<file path="config.mk">
export PLATFORM = sky130hd
export DESIGN_NAME = blackjack_round_ctrl
export DESIGN_NICKNAME = d
export VERILOG_FILES = /design/src/rtl/bj_pkg.sv /design/src/rtl/bj_hand_accum.sv /design/src/rtl/blackjack_round_ctrl.sv
export SDC_FILE = /design/constraint.sdc
export NUM_CORES = 1
export LEC_CHECK = 0
export CAP_MARGIN = 30
export CORE_MARGIN = 10
export CORE_UTILIZATION = 30
export CTS_CLUSTER_DIAMETER = 150
export DETAILED_ROUTE_END_ITERATION = 10
export HOLD_SLACK_MARGIN = 0.03
export PLACE_DENSITY = 0.48
export RECOVER_POWER = 25
export SYNTH_ARGS = -nofsm -noshare
export SYNTH_HDL_FRONTEND = slang
export SYNTH_HIERARCHICAL = 1
export SYNTH_SLANG_ARGS = --single-unit
</file>
<file path="constraint.sdc">
create_clock -name clk -period 4.5 [get_ports clk]
set_clock_uncertainty 0.05 [all_clocks]
set_input_delay 0.675 -clock clk [delete_from_list [all_inputs] [get_ports clk]]
set_output_delay 0.675 -clock clk [all_outputs]
set_load 0.05 [all_outputs]
</file>
<file path="src/rtl/bj_pkg.sv">
// Shared types and constants for the blackjack round controller.
package bj_pkg;

    localparam int SCORE_W_DEF = 5;
    localparam int ACE         = 1;
    localparam int BLACKJACK   = 21;

    typedef enum logic [3:0] {
        IDLE        = 4'd0,
        DEAL_P1     = 4'd1,
        DEAL_D1     = 4'd2,
        DEAL_P2     = 4'd3,
        DEAL_D2     = 4'd4,
        PLAYER_TURN = 4'd5,
        PLAYER_HIT  = 4'd6,
        DEALER_TURN = 4'd7,
        DEALER_HIT  = 4'd8,
        RESOLVE     = 4'd9,
        DONE        = 4'd10
    } state_t;

    typedef enum logic [1:0] {
        RES_NONE   = 2'b00,
        RES_PLAYER = 2'b01,
        RES_DEALER = 2'b10,
        RES_PUSH   = 2'b11
    } result_t;

    // Point value of a card with the ace counted low; 0 and 11-15 are tens.
    function automatic logic [3:0] card_points(input logic [3:0] v);
        if (v == 4'd0 || v > 4'd10) begin
            return 4'd10;
        end
        return v;
    endfunction

endpackage

</file>
<file path="src/rtl/bj_hand_accum.sv">
// One hand: running total plus soft-ace flag, with the card add rule.
module bj_hand_accum
    import bj_pkg::*;
#(
    parameter int SCORE_W = SCORE_W_DEF
)
(
    input  logic               clk,
    input  logic               rst_n,
    input  logic               i_clear,
    input  logic               i_add,
    input  logic [3:0]         i_card,
    output logic [SCORE_W-1:0] o_total,
    output logic [SCORE_W-1:0] o_total_next,
    output logic               o_soft
);

    localparam logic [SCORE_W-1:0] C_BJ         = SCORE_W'(BLACKJACK);
    localparam logic [SCORE_W-1:0] C_ACE_HI_MAX = SCORE_W'(BLACKJACK - 11);
    localparam logic [SCORE_W-1:0] C_TEN        = SCORE_W'(10);
    localparam logic [SCORE_W-1:0] C_ELEVEN     = SCORE_W'(11);

    logic [SCORE_W-1:0] r_total;
    logic               r_soft;
    logic [SCORE_W-1:0] w_sum;
    logic               w_sum_soft;
    logic               w_soft_next;

    // Candidate total if the presented card were added this cycle.
    always_comb begin
        w_sum      = r_total + SCORE_W'(card_points(i_card));
        w_sum_soft = r_soft;
        if (i_card == 4'(ACE) && r_total <= C_ACE_HI_MAX) begin
            w_sum      = r_total + C_ELEVEN;
            w_sum_soft = 1'b1;
        end
        // A soft ace absorbs a bust by dropping back to 1.
        if (w_sum > C_BJ && w_sum_soft) begin
            w_sum      = w_sum - C_TEN;
            w_sum_soft = 1'b0;
        end
    end

    // Select next register contents: clear wins over add.
    always_comb begin
        o_total_next = r_total;
        w_soft_next  = r_soft;
        if (i_clear) begin
            o_total_next = '0;
            w_soft_next  = 1'b0;
        end else if (i_add) begin
            o_total_next = w_sum;
            w_soft_next  = w_sum_soft;
        end
    end

    // Hand registers.
    always_ff @(posedge clk or negedge rst_n) begin
        if (!rst_n) begin
            r_total <= '0;
            r_soft  <= 1'b0;
        end else begin
            r_total <= o_total_next;
            r_soft  <= w_soft_next;
        end
    end

    assign o_total = r_total;
    assign o_soft  = r_soft;

endmodule

</file>
<file path="src/rtl/blackjack_round_ctrl.sv">
// Blackjack round sequencing: deal, player turn, dealer draw rule, resolve.
//
// state       | meaning
// IDLE        | waiting for the first deal after reset
// DEAL_P1     | first player card
// DEAL_D1     | first dealer card
// DEAL_P2     | second player card
// DEAL_D2     | second dealer card
// PLAYER_TURN | waiting for hit or stand
// PLAYER_HIT  | fetching one player card
// DEALER_TURN | dealer draw decision
// DEALER_HIT  | fetching one dealer card
// RESOLVE     | one cycle, computes the outcome
// DONE        | outcome published until the next deal
module blackjack_round_ctrl
    import bj_pkg::*;
#(
    parameter int DEALER_STAND = 17,
    parameter int SCORE_W      = SCORE_W_DEF
)
(
    input  logic               clk,
    input  logic               rst_n,
    input  logic               hit_pressed,
    input  logic               stand_pressed,
    input  logic               deal_pressed,
    output logic               card_req,
    output logic               card_to_dealer,
    input  logic               card_valid,
    input  logic [3:0]         card_value,
    output logic [SCORE_W-1:0] player_total,
    output logic [SCORE_W-1:0] dealer_total,
    output logic               player_soft,
    output logic               dealer_soft,
    output logic [3:0]         state,
    output logic [1:0]         result,
    output logic               result_valid,
    output logic               round_done
);

    localparam logic [SCORE_W-1:0] C_BJ    = SCORE_W'(BLACKJACK);
    localparam logic [SCORE_W-1:0] C_STAND = SCORE_W'(DEALER_STAND);

    state_t             r_state;
    state_t             w_state_next;
    logic               r_card_req;
    logic [1:0]         r_result;
    logic               r_round_done;

    logic               w_start;
    logic               w_card_state;
    logic               w_to_dealer;
    logic               w_take;
    logic [SCORE_W-1:0] w_player_next;
    logic [SCORE_W-1:0] w_dealer_next;
    logic [SCORE_W-1:0] w_card_next;
    logic [1:0]         w_res;

    assign w_card_state = (r_state == DEAL_P1) || (r_state == DEAL_D1) ||
                          (r_state == DEAL_P2) || (r_state == DEAL_D2) ||
                          (r_state == PLAYER_HIT) || (r_state == DEALER_HIT);
    assign w_to_dealer  = (r_state == DEAL_D1) || (r_state == DEAL_D2) ||
                          (r_state == DEALER_HIT);
    // Only a card presented against an open request counts.
    assign w_take       = card_valid & r_card_req;
    // Total of the hand receiving the current card, after it is added.
    assign w_card_next  = w_to_dealer ? w_dealer_next : w_player_next;

    bj_hand_accum #(.SCORE_W(SCORE_W)) u_player (
        .clk          (clk),
        .rst_n        (rst_n),
        .i_clear      (w_start),
        .i_add        (w_take & ~w_to_dealer),
        .i_card       (card_value),
        .o_total      (player_total),
        .o_total_next (w_player_next),
        .o_soft       (player_soft)
    );

    bj_hand_accum #(.SCORE_W(SCORE_W)) u_dealer (
        .clk          (clk),
        .rst_n        (rst_n),
        .i_clear      (w_start),
        .i_add        (w_take & w_to_dealer),
        .i_card       (card_value),
        .o_total      (dealer_total),
        .o_total_next (w_dealer_next),
        .o_soft       (dealer_soft)
    );

    // Next-state logic; w_start marks the cycle a new round is accepted.
    always_comb begin
        w_state_next = r_state;
        w_start      = 1'b0;
        case (r_state)
            IDLE, DONE: begin
                if (deal_pressed) begin
                    w_state_next = DEAL_P1;
                    w_start      = 1'b1;
                end
            end
            DEAL_P1: if (w_take) w_state_next = DEAL_D1;
            DEAL_D1: if (w_take) w_state_next = DEAL_P2;
            DEAL_P2: if (w_take) w_state_next = DEAL_D2;
            DEAL_D2: begin
                if (w_take) begin
                    w_state_next = (player_total == C_BJ) ? DEALER_TURN : PLAYER_TURN;
                end
            end
            PLAYER_TURN: begin
                if (stand_pressed) begin
                    w_state_next = DEALER_TURN;
                end else if (hit_pressed) begin
                    w_state_next = PLAYER_HIT;
                end
            end
            PLAYER_HIT: begin
                if (w_take) begin
                    if (w_card_next > C_BJ) begin
                        w_state_next = RESOLVE;
                    end else if (w_card_next == C_BJ) begin
                        w_state_next = DEALER_TURN;
                    end else begin
                        w_state_next = PLAYER_TURN;
                    end
                end
            end
            DEALER_TURN: begin
                w_state_next = (dealer_total < C_STAND) ? DEALER_HIT : RESOLVE;
            end
            DEALER_HIT: if (w_take) w_state_next = DEALER_TURN;
            RESOLVE:    w_state_next = DONE;
            default:    w_state_next = IDLE;
        endcase
    end

    // Round outcome from the settled totals.
    always_comb begin
        w_res = RES_PUSH;
        if (player_total > C_BJ) begin
            w_res = RES_DEALER;
        end else if (dealer_total > C_BJ) begin
            w_res = RES_PLAYER;
        end else if (player_total > dealer_total) begin
            w_res = RES_PLAYER;
        end else if (player_total < dealer_total) begin
            w_res = RES_DEALER;
        end
    end

    // State, card request, result and done-pulse registers.
    always_ff @(posedge clk or negedge rst_n) begin
        if (!rst_n) begin
            r_state      <= IDLE;
            r_card_req   <= 1'b0;
            r_result     <= RES_NONE;
            r_round_done <= 1'b0;
        end else begin
            r_state      <= w_state_next;
            // Drop for one cycle after each accepted card so one pulse adds one card.
            r_card_req   <= w_card_state & ~w_take;
            r_round_done <= (r_state == RESOLVE);
            if (w_start) begin
                r_result <= RES_NONE;
            end else if (r_state == RESOLVE) begin
                r_result <= w_res;
            end
        end
    end

    assign card_req       = r_card_req;
    assign card_to_dealer = w_to_dealer;
    assign state          = r_state;
    assign result         = r_result;
    assign result_valid   = (r_state == DONE);
    assign round_done     = r_round_done;

endmodule

</file>
==> results by group, run 1 <==
Status
  • Status: finished clean

Placement
  • RD Place Congestion: 0.790
  • Inst Count DP: 366
  • Buffers on Ports: 31
  • Hpwl dp: 4510 microns

Detailed routing
  • Wire per inst: 15.9 microns
  • Vias: slightly below 2k
  • Vias per cell: 5.27
  • DRT Wirelength: 5900 microns
  • Pre-antenna DRT Iters: 4
  • Post-route DRC: 0
  • Initial drt markers: 84
  • Post-route antenna net violation count: 0

Job
  • Max Cap Violations: 0

Clock network
  • Worst skew pair latency: 0.27 ns
  • Clock H-tree levels: 1
  • Clk buf depth: 2
  • CTS tree: done
  • CTS buffer count: 3
  • Clk sinks: 20
  • Clock transition at path regs: 0.09 ns
  • Root Driver: clkbuf_8

Yosys
  • Number of synthesized flops with an enable pin: 0
  • Cells after Synth: 230
  • Top FF cell, synth: dfrtp_1
  • #FFs+latches synth: 20
  • Netlist Area Pre-Place: between 1500 and 2000 sq um
  • Yosys warns: 6
  • Synth Net Count: 261
  • Synth async-reset ratio: 100%
  • Synth cell types: 49
  • Sequential fraction of the synthesis area: 25.1%
  • Avg Synthesized Cell Area: just under 9 sq um

Power and ir drop
  • LEAKAGE: 1.23 nW
  • Maximum vdd drop: roughly 0.40 mV
  • Total power per unit cell area: 803 nW/um^2

Final layout
  • Multi-input gate area: 1470 sq um
  • Commonest non-fill, non-tap cells in the layout: buf_4 (36), clkdlybuf4s50_1 (28), nor2_1 (20), dfrtp_1 (20), inv_1 (19)
  • Number of diodes: 0
  • Layout Nets: between 300 and 400
  • Layout Cells excl Fill: about 370
  • Fillers: 629
  • Reg area: 500 sq um
  • Most common cell after layout, fill and taps aside: buf_4
  • Synthesis-to-layout area growth: 40.3%
  • Layout cells sized above 1: approximately a fifth

Min path
  • Min-delay worst type: reg -> reg

Critical path
  • R2R Setup Slk: 0.61 ns
  • Worst path slowest cell: clkdlybuf4s50_1
  • R2R depth: 15
  • Reg-to-reg startpoint: u_player/o_total[0]
  • Crit path to: state[2]
  • Crit end category: flip-flop
  • WP data arrival: 4.37 ns
  • CP Class: in -> reg
  • Slowest stage delay, CP: between 0.6 and 0.7 ns
  • Reg2reg end: state[2]
  • CP cell instances: clkdlybuf4s50_1 -> nand2b_4 -> a2111oi_4 -> a2111o_1 -> fa_2 -> inv_1 -> ha_1 -> a21oi_1 -> o22a_1 -> or4_1 -> o311ai_1 -> nand2_1 -> mux2i_1 -> nor3_1 -> o311ai_1 -> nand2_1
  • CP startpoint kind: primary input
  • Worst Path Required: 4.60 ns
  • Crit path max fanout: 4
  • CP Launch Point: card_value[0]

Global routing
  • GRT Max-Usage Layer: met2
  • Largest net degree at the start of global routing: 21
  • Initial antenna violation count: 0
  • Global-route wire length before repair: 10000 microns
  • Overflow after GRT: 0
  • Vias in the first global route: about 2k
  • Met2 usage: 18.9%
  • Gr usage total: 11.6%
  • GR met3 Demand/Resource: 2.45%
  • Global-route met1 utilization: 15.5%

Die
  • Chip Height: between 100 and 150 microns
  • Rows: 29
  • Core Box Area: approximately 6400 sq um
  • Die ar.: a little over 10000 sq um
  • Io pins: 32
  • Starting Density: between 30% and 40%
  • Die X: ~100 microns

Timing
  • Max-slew violations: 0
  • Fin crit share: 94.9%
  • Slew @ Worst Pin: 0.648 ns
  • Fin Setup TNS: 0 ns
  • RSZ-0062 raised after global routing: false
  • Final setup viols: 0
  • Slew Limit Headroom: 56.8%
  • Fin. Hold Viols: 0
  • Tmin final: 4.27 ns
  • Fmax: 234 MHz
## worst min path at each step
stage	from	to	slack [ns]	cells past startpoint
finish	result[0]	result[0]	0.48	2
global route	result[0]	result[0]	0.52	2
CTS	result[0]	result[0]	0.49	2
detailed placement	result[0]	result[0]	0.48	2
global placement	result[0]	result[0]	0.47	2
floorplan	rst_n	card_req	0.33	0
## layout make-up
cell class | instances | area share (%)
clock inverter | 1 | 1.07
timing repair buffer | 68 | 21.1
tap | 77 | 3.45
sequential | 20 | 17.9
inverter | 19 | 2.55
multi-input combinational | 184 | 52.4
clock buffer | 3 | 1.48
## where the power goes
group	internal [mW]	total [mW]	switching, mW	leakage (nW)
Clock	0.119	0.186	0.0668	0.0357
Sequential	0.256	0.369	0.113	0.255
Combinational	0.718	1.69	0.970	0.943
## worst max-delay path, delay by kind of cell
kind            cells  cell delay, ns
compound gates      6            1.22
buf+inv             2            0.74
fa+ha+maj           2            0.63
simple gates        5            0.90
mux                 1            0.21
## cell families after synthesis
logic type / count (synthesis) / synth area share, %
simple gates: 83 / 22.8
mux: 6 / 3.27
buf+inv: 26 / 5.46
fa+ha+maj: 21 / 13.9
flops: 20 / 25.1
compound gates: 71 / 28.1
xor+xnor: 3 / 1.32
## cell usage after synthesis (all sizes together) (3+ instances only)
cell type | number | area [sq um]
a211oi | 4 | 30.0
a21boi | 3 | 22.5
a21o | 5 | 37.5
a21oi | 14 | 70.1
a311oi | 4 | 35.0
and3 | 8 | 55.1
buf | 4 | 26.3
clkbuf | 3 | 11.3
dfrtp | 20 | 500
ha | 19 | 238
inv | 19 | 71.3
mux2i | 5 | 50.1
nand2 | 11 | 41.3
nand2b | 9 | 56.3
nand3 | 4 | 20.0
nor2 | 20 | 75.1
nor2b | 6 | 37.5
nor3 | 3 | 15.0
o2111ai | 3 | 26.3
o21a | 3 | 22.5
o21ai | 12 | 60.1
o311ai | 5 | 43.8
or3 | 7 | 43.8
or4 | 5 | 37.5
xor2 | 3 | 26.3
## stage by stage
step / util, % / setup slack (ns) / area (sq um) / hold WS [ns] / power [mW]
after floorplan: - / 0.342 / 1990 / 0.329 / 1.42
after global placement: 41.2 / -0.311 / 2630 / 0.467 / 2.00
after detailed placement: 41.2 / -0.323 / 2630 / 0.476 / 1.99
after CTS: 42.4 / 0.0138 / 2710 / 0.492 / 2.20
after global routing: 43.8 / 0.00646 / 2790 / 0.525 / 2.44
final: 43.8 / 0.230 / 2790 / 0.482 / 2.24
## per-layer routing
| layer | part of all wire (%) | wire (microns) |
|---|---|---|
| met2 | 47 | 2800 |
| met4 | 0.58 | 34 |
| met1 | 48 | 2850 |
| met3 | 3.6 | 213 |
| met5 | 0 | 0 |
## registers in the layout, summed over array words and instances (netlist names)
register	cells
u_dealer/o_total	5
u_player/o_total	5
state	4
result	2
card_req	1
round_done	1
u_dealer/o_soft	1
u_player/o_soft	1
## repair_timing
action	4_1_cts	5_1_grt
setup buffers	0	1
pin swaps	0	8
hold buffers	0	0
resized for setup	1	16
endpoints found under the setup margin	2	3
hold endpoints to repair	0	0
Note: power is estimated with default switching activity, not from simulation.
==> inputs of run 2 (changes only) <==
--- a/config.mk
+++ b/config.mk
@@ -10,8 +10,9 @@
 export CORE_UTILIZATION = 30
 export CTS_CLUSTER_DIAMETER = 150
 export DETAILED_ROUTE_END_ITERATION = 10
+export GPL_TIMING_DRIVEN = 0
 export HOLD_SLACK_MARGIN = 0.03
-export PLACE_DENSITY = 0.48
+export PLACE_DENSITY = 0.5
 export RECOVER_POWER = 25
 export SYNTH_ARGS = -nofsm -noshare
 export SYNTH_HDL_FRONTEND = slang
==> constraint.sdc (replaced) <==
create_clock -name clk -period 3.8 [get_ports clk]
set_clock_uncertainty 0.05 [all_clocks]
set_input_delay 0.57 -clock clk [delete_from_list [all_inputs] [get_ports clk]]
set_output_delay 0.57 -clock clk [all_outputs]
set_load 0.05 [all_outputs]
==> results by group, run 2 (synthesized netlist as in run 1, its figures left out) <==
Status
  • Status: finished clean (unchanged)

Detailed routing
  • Wire per inst: 16.3 microns (was 15.9 microns)
  • Post-route DRC: 0 (unchanged)
  • Initial drt markers: 118 (was 84)
  • DRT Wirelength: 5920 microns (was 5900 microns)
  • Vias: 1927 (was 1959)
  • Post-route antenna net violation count: 0 (unchanged)
  • Vias per cell: 5.29 (was 5.27)
  • Pre-antenna DRT Iters: 7 (was 4)

Critical path
  • CP Class: reg -> reg (was in -> reg)
  • Crit path max-delay family: compound AO/OA/AOI/OAI gates (unchanged)
  • Worst path buffer plus inverter count: 1 (was 2)
  • CP startpoint kind: flip-flop (was primary input)
  • WP data arrival: 3.86 ns (was 4.37 ns)
  • Worst Path Required: 3.89 ns (was 4.60 ns)
  • Crit path max fanout: 6 (was 4)
  • Slowest stage delay, CP: 0.57 ns (was 0.62 ns)
  • Reg-to-reg startpoint: u_player/o_total[2] (was u_player/o_total[0])
  • CP cell instances: a21o_1 -> a2111oi_4 -> a2111o_1 -> fa_2 -> buf_4 -> ha_1 -> a21oi_2 -> o22a_2 -> or3_4 -> a311oi_4 -> nand2_2 -> mux2i_2 -> nor3_2 -> o311ai_1 -> nand2_1 (was clkdlybuf4s50_1 -> nand2b_4 -> a2111oi_4 -> a2111o_1 -> fa_2 -> inv_1 -> ha_1 -> a21oi_1 -> o22a_1 -> or4_1 -> o311ai_1 -> nand2_1 -> mux2i_1 -> nor3_1 -> o311ai_1 -> nand2_1)
  • CP Launch Point: u_player/o_total[2] (was card_value[0])
  • Worst path slowest cell: fa_2 (was clkdlybuf4s50_1)
  • Crit end category: flip-flop (unchanged)

Final layout
  • Layout cells sized above 1: 26.8% (was 21.4%)
  • Synthesis-to-layout area growth: 39.3% (was 40.3%)
  • Final core utilization: 43.4% (was 43.8%)
  • Number of diodes: 0 (unchanged)
  • Commonest non-fill, non-tap cells in the layout: clkdlybuf4s50_1 (26), buf_4 (22), nor2_1 (20) (was buf_4 (36), clkdlybuf4s50_1 (28), nor2_1 (20), dfrtp_1 (20), inv_1 (19))
  • Most common cell after layout, fill and taps aside: clkdlybuf4s50_1 (was buf_4)
  • Layout Nets: 320 (was 327)

Die
  • Io pins: 32 (unchanged)
  • Chip Height: 101 microns (unchanged)
  • Starting Density: 31.2% (unchanged)
  • Core Box Area: 6390 sq um (unchanged)
  • Rows: 29 (unchanged)
  • Die ar.: 10300 sq um (unchanged)
  • Die X: 101 microns (unchanged)

Timing
  • Tmin final: 3.77 ns
  • Slew @ Worst Pin: 0.593 ns (was 0.648 ns)
  • Slew Limit Headroom: 60.5% (was 56.8%)
  • Fmax: approximately 270 MHz
  • Fin Setup TNS: 0 ns (unchanged)
  • RSZ-0062 raised after global routing: true (was false)
  • Fin. Hold Viols: 0 (unchanged)
  • Fin crit share: a little under 100%
  • Max-slew violations: 0 (unchanged)
  • Hold WS: 0.483 ns (was 0.482 ns)
  • Final setup viols: 0 (unchanged)

Global routing
  • Gr usage total: 11.8% (was 11.6%)
  • Overflow after GRT: 0 (unchanged)
  • Initial antenna violation count: 0 (unchanged)
  • Largest net degree at the start of global routing: 13 (was 21)
  • Global-route wire length before repair: 9990 microns (was 10000 microns)
  • Vias in the first global route: 2002 (was 2000)

Clock network
  • Clk buf depth: 2 (unchanged)
  • Hold buffers post-CTS: 0 (unchanged)
  • CTS tree: done (unchanged)
  • Clock transition at path regs: 0.08 ns (was 0.09 ns)
  • Worst skew pair latency: 0.26 ns (was 0.27 ns)
  • CTS buffer count: 3 (unchanged)
  • Clk sinks: 20 (unchanged)
  • Clock H-tree levels: 1 (unchanged)
  • Root Driver: clkbuf_8 (unchanged)

Power and ir drop
  • LEAKAGE: 1.15 nW (was 1.23 nW)
  • Maximum vdd drop: 0.384 mV (was 0.402 mV)
  • Total power per unit cell area: 953 nW/um^2 (was 803 nW/um^2)

Placement
  • Hpwl dp: 4470 microns (was 4510 microns)
  • Buffers on Ports: 31 (unchanged)
  • RD Place Congestion: 0.858 (was 0.790)

Job
  • Max Cap Violations: 0 (unchanged)

Min path
  • Min-delay worst type: reg -> reg (unchanged)
  • Hold wc startpoint: result[0] (unchanged)
==> run 2: cell types whose count changed in the layout (fill, tap and decap cells not counted), moves of 3 or more <==
cell	delta
buf_2	+4
buf_4	-14
buf_6	+4
dfrtp_2	+10
dfrtp_1	-10
clkbuf_1	+3
==> run 2: worst reg2reg max path, cell delays in order (launching register included) <==
cell and delay (ns):
dfrtp_2 0.44, a21o_1 0.14, a2111oi_4 0.08, a2111o_1 0.40
fa_2 0.57, buf_4 0.13, ha_1 0.16, a21oi_2 0.04
o22a_2 0.24, or3_4 0.39, a311oi_4 0.32, nand2_2 0.11
mux2i_2 0.22, nor3_2 0.07, o311ai_1 0.22, nand2_1 0.07
==> run 2: final cells by class <==
cell class / instances / area, sq um
flip-flops and latches: 20 / 513
clock buffers: 3 / 41.3
plain buffers: 7 / 37.5
repair buffers: 54 / 478
well taps: 77 / 96.3
fillers: 652 / 3610
multi-input cells: 184 / 1540
inverters: 19 / 71.3
==> run 2: per-stage QoR <==
step	std cells	total power, mW	setup slack, ns	instance area [sq um]
final	364	2.64	0.0340	2770
after CTS	352	2.51	-0.104	2630
after floorplan	230	1.71	-0.0135	2020
after global placement	338	2.20	-1.20	2430
after global routing	364	2.89	-0.174	2770
after detailed placement	340	2.22	-1.20	2460
==> run 2: what timing repair did <==
action                                  4_1_cts  5_1_grt
setup buffers                                 9       11
resized for setup                            32       17
pin swaps                                    14       17
endpoints found under the setup margin        7        3
==> run 2: final timing paths <==
kind	slack (ns)	endpoint	depth (start not counted)
worst min-delay path	0.48	result[0]	2
worst max-delay path	0.03	state[2]	15
max in group asynchronous	2.09	u_dealer/o_total[3]	2
min in group asynchronous	0.67	round_done	1
worst min register to register	0.48	result[0]	2
worst max register to register	0.03	state[2]	15
==> run 2: metal layers <==
metal	track usage (%)	up-vias	wire, microns
li1	-	980	-
met2	20.5	21	2940
met3	2.52	4	177
met4	2.14	0	45
met5	0	-	0
met1	14.7	922	2760
==> run 2: power by group <==
group / total (mW) / switching [mW] / internal (mW)
Sequential: 0.460 / 0.146 / 0.313
Clock: 0.145 / 0.0744 / 0.0708
Combinational: 2.04 / 1.18 / 0.858
==> inputs of run 3 (changes only) <==
--- a/config.mk
+++ b/config.mk
@@ -10,9 +10,10 @@
 export CORE_UTILIZATION = 30
 export CTS_CLUSTER_DIAMETER = 150
 export DETAILED_ROUTE_END_ITERATION = 10
+export DONT_BUFFER_PORTS = 1
 export GPL_TIMING_DRIVEN = 0
 export HOLD_SLACK_MARGIN = 0.03
-export PLACE_DENSITY = 0.5
+export PLACE_DENSITY = 0.43
 export RECOVER_POWER = 25
 export SYNTH_ARGS = -nofsm -noshare
 export SYNTH_HDL_FRONTEND = slang
==> results by group, run 3 (synthesized netlist as in run 1, its figures left out) <==
Final layout
  • Number of diodes: 0 (unchanged)
  • Design area: 2410 sq um (was 2770 sq um)
  • Commonest non-fill, non-tap cells in the layout: nor2_1 (20), ha_1 (18), inv_1 (17) (was clkdlybuf4s50_1 (26), buf_4 (22), nor2_1 (20))
  • Synthesis-to-layout area growth: 21.2% (was 39.3%)
  • Layout Nets: 284 (was 320)
  • Most common cell after layout, fill and taps aside: nor2_1 (was clkdlybuf4s50_1)
  • Layout cells sized above 1: 23.8% (was 26.8%)

Die
  • Die X: 101 microns (unchanged)
  • Rows: 29 (unchanged)
  • Starting Density: 31.2% (unchanged)
  • Core Box Area: 6390 sq um (unchanged)
  • Die ar.: 10300 sq um (unchanged)
  • Io pins: 32 (unchanged)
  • Chip Height: 101 microns (unchanged)

Status
  • Violated checks: setup timing
  • Status: complete, but fails checks (was finished clean)

Detailed routing
  • Post-route DRC: 0 (unchanged)
  • Wire per inst: 18.1 microns (was 16.3 microns)
  • Pre-antenna DRT Iters: 4 (was 7)
  • Vias per cell: 5.52 (was 5.29)
  • Initial drt markers: 85 (was 118)
  • Vias: 1815 (was 1927)
  • Post-route antenna net violation count: 0 (unchanged)
  • DRT Wirelength: 5950 microns (was 5920 microns)

Critical path
  • WP data arrival: 4.12 ns (was 3.86 ns)
  • CP startpoint kind: flip-flop (unchanged)
  • Worst Path Required: 3.90 ns (was 3.89 ns)
  • Crit path max fanout: 8 (was 6)
  • CP Launch Point: u_player/o_total[1] (was u_player/o_total[2])
  • Crit end category: flip-flop (unchanged)
  • Reg-to-reg startpoint: u_player/o_total[1] (was u_player/o_total[2])
  • CP Class: reg -> reg (unchanged)

Clock network
  • Clock transition at path regs: 0.08 ns (about the same)
  • Clk buf depth: 2 (unchanged)
  • Clock H-tree levels: 1 (unchanged)
  • Root Driver: clkbuf_8 (unchanged)
  • CTS tree: done (unchanged)
  • Worst skew pair latency: 0.26 ns (about the same)
  • Clk sinks: 20 (unchanged)
  • CTS buffer count: 3 (unchanged)

Timing
  • Fin crit share: 106% (was 99.1%)
  • Post-route setup slack: -0.224 ns (was 0.0340 ns)
  • Slew @ Worst Pin: 0.985 ns (was 0.593 ns)
  • Hold WS: 0.497 ns (was 0.483 ns)
  • Final setup viols: 3 (was 0)
  • Tmin final: 4.02 ns (was 3.77 ns)
  • RSZ-0062 raised after global routing: true (unchanged)
  • Fin. Hold Viols: 0 (unchanged)
  • Slew Limit Headroom: 34.2% (was 60.5%)
  • Max-slew violations: 0 (unchanged)
  • Fmax: 248 MHz (was 266 MHz)

Placement
  • Buffers on Ports: 0 (was 31)
  • RD Place Congestion: 0.733 (was 0.858)
  • Hpwl dp: 4480 microns (was 4470 microns)
  • Dpl ws: -0.580 ns (was -1.20 ns)
  • Placed Area: 2130 sq um (was 2460 sq um)

Global routing
  • Gr usage total: 11.4% (was 11.8%)
  • Overflow after GRT: 0 (unchanged)
  • Vias in the first global route: 1847 (was 2002)
  • Initial antenna violation count: 0 (unchanged)
  • Global-route wire length before repair: 9590 microns (was 9990 microns)
  • Largest net degree at the start of global routing: 21 (was 13)

Min path
  • Min-delay worst type: in -> reg (was reg -> reg)
  • Hold wc startpoint: card_valid (was result[0])

Job
  • Max Cap Violations: 0 (unchanged)
[run 3: cell count changes in the layout (fill, tap and decap cells not counted), moves of 2 or more]
cell,before,now
buf_4,22,15
clkdlybuf4s50_1,26,0
buf_6,4,2
dfrtp_4,0,5
or3_1,5,7
or3_4,2,0
dfrtp_2,10,5
[run 3: final timing paths]
kind | cells after the start | slack [ns] | end
worst max-delay path | 14 | -0.22 | state[2]
worst min-delay path | 2 | 0.50 | card_req
worst max register to register | 14 | -0.22 | state[2]
worst min register to register | 2 | 0.74 | u_dealer/o_total[0]
max in group asynchronous | 2 | 1.98 | u_dealer/o_total[0]
min in group asynchronous | 1 | 0.57 | state[1]
[run 3: through the flow]
stage	setup TNS [ns]	utilization (%)	cells
2_1_floorplan	-0.0135	-	230
3_3_place_gp	-7.11	33.2	307
3_5_place_dp	-1.32	33.4	308
4_1_cts	-0.698	36.8	323
5_1_grt	-0.953	37.8	329
6_report	-0.534	37.8	329
[run 3: layer usage]
metal  vias up  part of all wire (%)  track usage [%]
met4         0                   1.2             2.47
met5         -                     0                0
met1       873                    46             14.3
met2        24                    49             19.7
met3         6                   4.0             2.25
li1        912                     -                -
[run 3: cell type report]
| type | instances | area [sq um] |
|---|---|---|
| Fill cell | 677 | 3970 |
| Multi-Input combinational cell | 184 | 1490 |
| Sequential cell | 20 | 526 |
| Timing Repair Buffer | 18 | 138 |
| Tap cell | 77 | 96.3 |
| Inverter | 19 | 71.3 |
| Clock buffer | 4 | 55.1 |
| Buffer | 7 | 37.5 |
[run 3: repair_timing]
action,CTS,global route
hold buffers,1,0
endpoints found under the setup margin,4,3
gates resized for setup,16,5
pin swaps,9,14
setup buffers,10,5
hold endpoints to repair,20,0
[run 3: critical path, cell delays in order, from the launching register on]
cell and delay (ns):
dfrtp_4 0.60, a21o_1 0.20, a2111oi_4 0.08, a2111o_1 0.46, fa_2 0.41, xor2_4 0.22, ha_1 0.21, a21oi_2 0.04
o22a_2 0.23, or4_4 0.51, a311oi_4 0.32, mux2_4 0.22, nor3_1 0.05, o311ai_1 0.23, nand2_1 0.09
Power of run 3 is left out: the tool's default activity adds up to more than one toggle a clock period on the data nets, which glitch-free logic cannot reach.
